`src/rtl/chunk_serial_adder_if.sv`:
```
// ============================================================================
//  Module   : chunk_serial_adder_if
//  Purpose  : Operand/result handshake bundle for chunk_serial_adder.
//             ovf exists only when CHUNK_SERIAL_ADDER_OVF_EN is defined.
//  Revision : 1.0
// ============================================================================
`default_nettype none

interface chunk_serial_adder_if #(
    parameter int WIDTH = 11
);
    logic             in_valid;
    logic             in_ready;
    logic [WIDTH-1:0] a;
    logic [WIDTH-1:0] b;
    logic             sub;
    logic             out_valid;
    logic             out_ready;
    logic [WIDTH:0]   out;
    logic             busy;
`ifdef CHUNK_SERIAL_ADDER_OVF_EN
    logic             ovf;

    modport master (
        output in_valid, a, b, sub, out_ready,
        input  in_ready, out_valid, out, busy, ovf
    );

    modport slave (
        input  in_valid, a, b, sub, out_ready,
        output in_ready, out_valid, out, busy, ovf
    );
`else
    modport master (
        output in_valid, a, b, sub, out_ready,
        input  in_ready, out_valid, out, busy
    );

    modport slave (
        input  in_valid, a, b, sub, out_ready,
        output in_ready, out_valid, out, busy
    );
`endif
endinterface

`default_nettype wire

```
`src/rtl/chunk_serial_adder.sv`:
```
// ============================================================================
//  Module   : chunk_serial_adder
//  Purpose  : Multi-cycle signed add/subtract, CHUNK bits per clock through a
//             single slice; optional ovf flag via CHUNK_SERIAL_ADDER_OVF_EN.
//  Revision : 1.0
// ============================================================================
`default_nettype none

module chunk_serial_adder #(
    parameter int WIDTH = 11,
    parameter int CHUNK = 4
) (
    input  logic               clk,
    input  logic               rst_n,
    chunk_serial_adder_if.slave io
);

    localparam int NCHUNK = (WIDTH + CHUNK) / CHUNK;
    localparam int EW     = NCHUNK * CHUNK;
    localparam int IW     = (NCHUNK > 1) ? $clog2(NCHUNK) : 1;
    localparam logic [IW-1:0] LAST_IDX = IW'(NCHUNK - 1);

    typedef enum logic [1:0] {
        IDLE = 2'd0,
        RUN  = 2'd1,
        DONE = 2'd2
    } state_t;

    state_t        state_q, state_d;
    logic [IW-1:0] idx_q;
    logic          carry_q;
    logic [EW-1:0] a_q;
    logic [EW-1:0] b_q;
    logic [EW-1:0] r_q;

    logic          accept;
    logic          step;
    logic          last;
    logic [CHUNK:0] sum;
    logic [EW-1:0] r_next;
    logic [EW-1:0] a_ext;
    logic [EW-1:0] b_ext;

    assign a_ext = {{(EW-WIDTH){io.a[WIDTH-1]}}, io.a};
    assign b_ext = {{(EW-WIDTH){io.b[WIDTH-1]}}, io.b};

    always_ff @(posedge clk or negedge rst_n) begin
        if (!rst_n) begin
            state_q <= IDLE;
        end else begin
            state_q <= state_d;
        end
    end

    always_comb begin
        state_d = state_q;
        accept  = 1'b0;
        step    = 1'b0;
        last    = 1'b0;
        unique case (state_q)
            IDLE: begin
                if (io.in_valid) begin
                    accept  = 1'b1;
                    state_d = RUN;
                end
            end
            RUN: begin
                step = 1'b1;
                if (idx_q == LAST_IDX) begin
                    last    = 1'b1;
                    state_d = DONE;
                end
            end
            DONE: begin
                if (io.out_ready) begin
                    state_d = IDLE;
                end
            end
            default: state_d = IDLE;
        endcase
    end

    assign io.in_ready  = (state_q == IDLE);
    assign io.out_valid = (state_q == DONE);
    assign io.busy      = (state_q != IDLE);
    assign io.out       = r_q[WIDTH:0];

    // Operands shift down so the slice always sees bit 0; results enter at the top.
    assign sum = {1'b0, a_q[CHUNK-1:0]} + {1'b0, b_q[CHUNK-1:0]} + {{CHUNK{1'b0}}, carry_q};

    if (EW == CHUNK) begin : g_one_chunk
        assign r_next = sum[CHUNK-1:0];
    end else begin : g_multi_chunk
        assign r_next = {sum[CHUNK-1:0], r_q[EW-1:CHUNK]};
    end

    always_ff @(posedge clk or negedge rst_n) begin
        if (!rst_n) begin
            idx_q   <= '0;
            carry_q <= 1'b0;
            a_q     <= '0;
            b_q     <= '0;
            r_q     <= '0;
        end else if (accept) begin
            idx_q   <= '0;
            carry_q <= io.sub;
            a_q     <= a_ext;
            b_q     <= io.sub ? ~b_ext : b_ext;
        end else if (step) begin
            idx_q   <= idx_q + IW'(1);
            carry_q <= sum[CHUNK];
            a_q     <= a_q >> CHUNK;
            b_q     <= b_q >> CHUNK;
            r_q     <= r_next;
        end
    end

`ifdef CHUNK_SERIAL_ADDER_OVF_EN
    logic ovf_q;

    always_ff @(posedge clk or negedge rst_n) begin
        if (!rst_n) begin
            ovf_q <= 1'b0;
        end else if (last) begin
            ovf_q <= r_next[WIDTH] ^ r_next[WIDTH-1];
        end
    end

    assign io.ovf = ovf_q;
`endif

endmodule

`default_nettype wire

```
`src/flat_wrapper.sv`:
```
// flat-port wrapper written by rule: the top's interface ports become plain ports
module chunk_serial_adder_flat 
#(
    parameter int WIDTH = 11,
    parameter int CHUNK = 4
)
  (clk, rst_n, io_in_valid, io_a, io_b, io_sub, io_out_ready, io_in_ready, io_out_valid, io_out, io_busy);
  chunk_serial_adder_if #(.WIDTH(WIDTH)) io_i ();
  input  logic clk;
  input  logic rst_n;
  input wire logic [$bits(io_i.in_valid)-1:0] io_in_valid;
  input wire logic [$bits(io_i.a)-1:0] io_a;
  input wire logic [$bits(io_i.b)-1:0] io_b;
  input wire logic [$bits(io_i.sub)-1:0] io_sub;
  input wire logic [$bits(io_i.out_ready)-1:0] io_out_ready;
  output wire logic [$bits(io_i.in_ready)-1:0] io_in_ready;
  output wire logic [$bits(io_i.out_valid)-1:0] io_out_valid;
  output wire logic [$bits(io_i.out)-1:0] io_out;
  output wire logic [$bits(io_i.busy)-1:0] io_busy;
  assign io_i.in_valid = io_in_valid;
  assign io_i.a = io_a;
  assign io_i.b = io_b;
  assign io_i.sub = io_sub;
  assign io_i.out_ready = io_out_ready;
  assign io_in_ready = io_i.in_ready;
  assign io_out_valid = io_i.out_valid;
  assign io_out = io_i.out;
  assign io_busy = io_i.busy;
  chunk_serial_adder #(.WIDTH(WIDTH), .CHUNK(CHUNK)) u_core (.clk(clk), .rst_n(rst_n), .io(io_i));
endmodule
```
`config.mk`:
```
export PLATFORM = sky130hd
export DESIGN_NAME = chunk_serial_adder_flat
export DESIGN_NICKNAME = d
export VERILOG_FILES = /design/src/rtl/chunk_serial_adder_if.sv /design/src/rtl/chunk_serial_adder.sv /design/src/flat_wrapper.sv
export SDC_FILE = /design/constraint.sdc
export NUM_CORES = 1
export LEC_CHECK = 0
export BUFFER_PORTS_ARGS = -buffer_cell sky130_fd_sc_hd__buf_2
export CORE_MARGIN = 4
export CORE_UTILIZATION = 51
export DETAILED_ROUTE_END_ITERATION = 16
export GPL_TIMING_DRIVEN = 0
export PLACE_DENSITY = 0.86
export SLEW_MARGIN = 15
export SYNTH_ARGS = -nofsm -noshare
export SYNTH_HDL_FRONTEND = slang
export SYNTH_SLANG_ARGS = --single-unit
```
`constraint.sdc`:
```
create_clock -name clk -period 2.46 [get_ports clk]
set_clock_uncertainty 0.2 [all_clocks]
set_input_delay 0.369 -clock clk [delete_from_list [all_inputs] [get_ports clk]]
set_output_delay 0.369 -clock clk [all_outputs]
set_load 0.03 [all_outputs]
```
==> metrics.cfg <==
[run_status]
outcome=complete, but fails checks
violations=negative hold slack

[die]
start_util=0.5516
rows=21
die_width_um=69.25
ios=42
core_area_um2=3468
die-area_um2=4795
die_h_um=69.25

[cts]
ctsResizeCount=0
htree_levels=2
cts_root_buffer=clkbuf_8
holdBufCountCts=0
cts_tree=yes
clockBufferDepth=2
clk-insertion-delay-late_ns=0.29
path_clk_slew_ns=0.07
numCtsBuffers=5
cts.sinks=39
postCtsSetupBuffers=0

[pwr]
peakVddDrop_v=0.0008535
finalPower_mw=3.075
powerDensity_nw_per_um2=1365
p_leak_nw=1.144

[detailed_routing]
antenna_left=0
routed_wl_um=3935
wl_per_cell_um=14.00
dr.pass1.iters=4
drt-initial-drc-count=81
drcViolationCount=0
via_per_inst=5.356
vias=1505

[placed_design]
place_hpwl_um=2898
gp_congestion=0.8057
dp_slack_ns=0.1723
port_buffers=40

[final_layout]
fin_util=0.6494
multi_input_area_um2=850.8
nFillCells=300
n_antenna_cell=0
area_growth_pct=17.72
drive_gt1_frac=0.2426
nNetsFinal=267
layout_common_cells=buf_2, nand2_1, dfrtp_1, o21ai_0, xor2_1
regArea_um2=975.9
final_common_cell=buf_2

[global_route]
grt_max_degree=40
grt_overflow_total=0
antenna_found_initial=0
grt_pass1_vias=1433
grt.total_usage=0.1760
grt_pass1_wl_um=6665

[worst_setup_path]
reg2reg_depth=5
cp_max_fo=3
crit_arrival_ns=2.25
r2r_end=u_core.carry_q
critPathKind=flop to flop
start_kind=flop
cp-endpoint=u_core.carry_q
worst_setup_path_end_kind=flop
required_ns=2.43
critPathLaunch=u_core.b_q[0]
r2r-start=u_core.b_q[0]
r2r_slack_ns=0.19

[synth]
synth_area_um2=1913
yosysSeqAreaShare=0.5101
synthDistinctLibCells=32
syn_avg_cell_area_um2=10.23
ys_warn_count=0
ys_ff_latch=39
syn_nets=220
synthCells=187

[sta]
setup_ws_ns=0.1853
finalSetupViolCount=0
hold_violations=39
fin_crit_ns=2.275
tightest_slew_ns=0.8353
rsz0062_at_grt=no
relSlewSlack=0.4431
period_share=0.9247
timing.hold.ws_ns=-0.01583
timing.fmax_mhz=439.6
fin_tns_setup_ns=0
slew_violations=0

[hold_path]
min_path_type=input pin to async pin

[job]
cap_violations=0

-- synth_stat cells --
library cell | count | share of area
buf_6 | 1 | 0.0059
ha_1 | 4 | 0.026
nor4b_1 | 1 | 0.0046
nand2b_1 | 2 | 0.0065
clkbuf_1 | 1 | 0.0020
o21ai_0 | 13 | 0.034
nand2_1 | 40 | 0.078
inv_1 | 6 | 0.012
a221oi_1 | 3 | 0.014
a21o_1 | 1 | 0.0039
nand4b_1 | 1 | 0.0046
or4b_1 | 1 | 0.0052
xnor2_1 | 3 | 0.014
fa_1 | 2 | 0.021
nand3_1 | 1 | 0.0026
dfrtp_1 | 39 | 0.51
a22oi_1 | 8 | 0.031
buf_1 | 1 | 0.0020
a32o_1 | 1 | 0.0052
o21bai_1 | 1 | 0.0039
o311a_1 | 1 | 0.0052
nor4bb_1 | 1 | 0.0052
buf_2 | 9 | 0.024
a221o_1 | 6 | 0.031
nor3b_1 | 2 | 0.0078
nor2b_1 | 8 | 0.026
a211o_1 | 1 | 0.0046
nor2_1 | 5 | 0.0098
a21oi_1 | 6 | 0.016
o21bai_2 | 1 | 0.0059
a22o_1 | 8 | 0.037
xor2_1 | 9 | 0.041
-- how the worst min path moves through the flow --
stage                     startpoint                to  slack [ns]
finish                         rst_n     u_core.b_q[2]       -0.02
global route                   rst_n     u_core.b_q[2]        0.04
CTS                            rst_n     u_core.b_q[2]       0.002
detailed placement  u_core.io.out[0]  u_core.io.out[0]        0.26
global placement    u_core.io.out[1]  u_core.io.out[1]        0.25
floorplan                      rst_n     u_core.a_q[0]       -0.13
-- registers in the layout (all words and copies together) (netlist names) --
signal / cells
u_core.b_q: 11
u_core.idx_q: 2
u_core.carry_q: 1
u_core.state_q: 2
u_core.io.out: 12
u_core.a_q: 11
-- metal layers --
metal,track usage,vias up,wire [um]
li1,-,748,-
met4,0.08677,0,110
met1,0.2257,700,1768
met2,0.2669,48,1821
met3,0.05797,9,235
met5,0,-,0
-- critical path, stage by stage (launching register included) --
cell and delay (ns):
dfrtp_1 0.44, fa_1 0.49, fa_1 0.43, a21o_1 0.19
a211o_1 0.29, o311a_1 0.12
-- cell type report --
class	count	share of cell area
sequential	39	0.4333
buffer	12	0.02833
clock inverter	1	0.002222
clock buffer	7	0.03389
inverter	6	0.01000
timing repair buffer	40	0.08889
multi-input combinational	130	0.3778
tap	46	0.02556
-- cells by family after synthesis --
| kind of cell | Yosys count | synth area share |
|---|---|---|
| simple gates | 62 | 0.1511 |
| compound gates | 50 | 0.1916 |
| flops | 39 | 0.5101 |
| buf+inv | 18 | 0.04512 |
| xor+xnor | 12 | 0.05494 |
| fa+ha+maj | 6 | 0.04709 |
-- metrics by stage --
| step | std cells | area (um2) | hold slack (ns) |
|---|---|---|---|
| 2_1_floorplan | 187 | 1913 | -0.1266 |
| 3_3_place_gp | 273 | 2171 | 0.2527 |
| 3_5_place_dp | 273 | 2171 | 0.2624 |
| 4_1_cts | 281 | 2252 | 0.001711 |
| 5_1_grt | 281 | 2252 | 0.04028 |
| 6_report | 281 | 2252 | -0.01583 |
-- report_power, final --
group / total, mW / internal [mW] / switching [mW] / leakage, nW
combinational: 1.52 / 0.602 / 0.923 / 0.607
clock: 0.406 / 0.199 / 0.207 / 0.0422
sequential: 1.14 / 0.933 / 0.212 / 0.495
(Power assumes the default switching activity.)
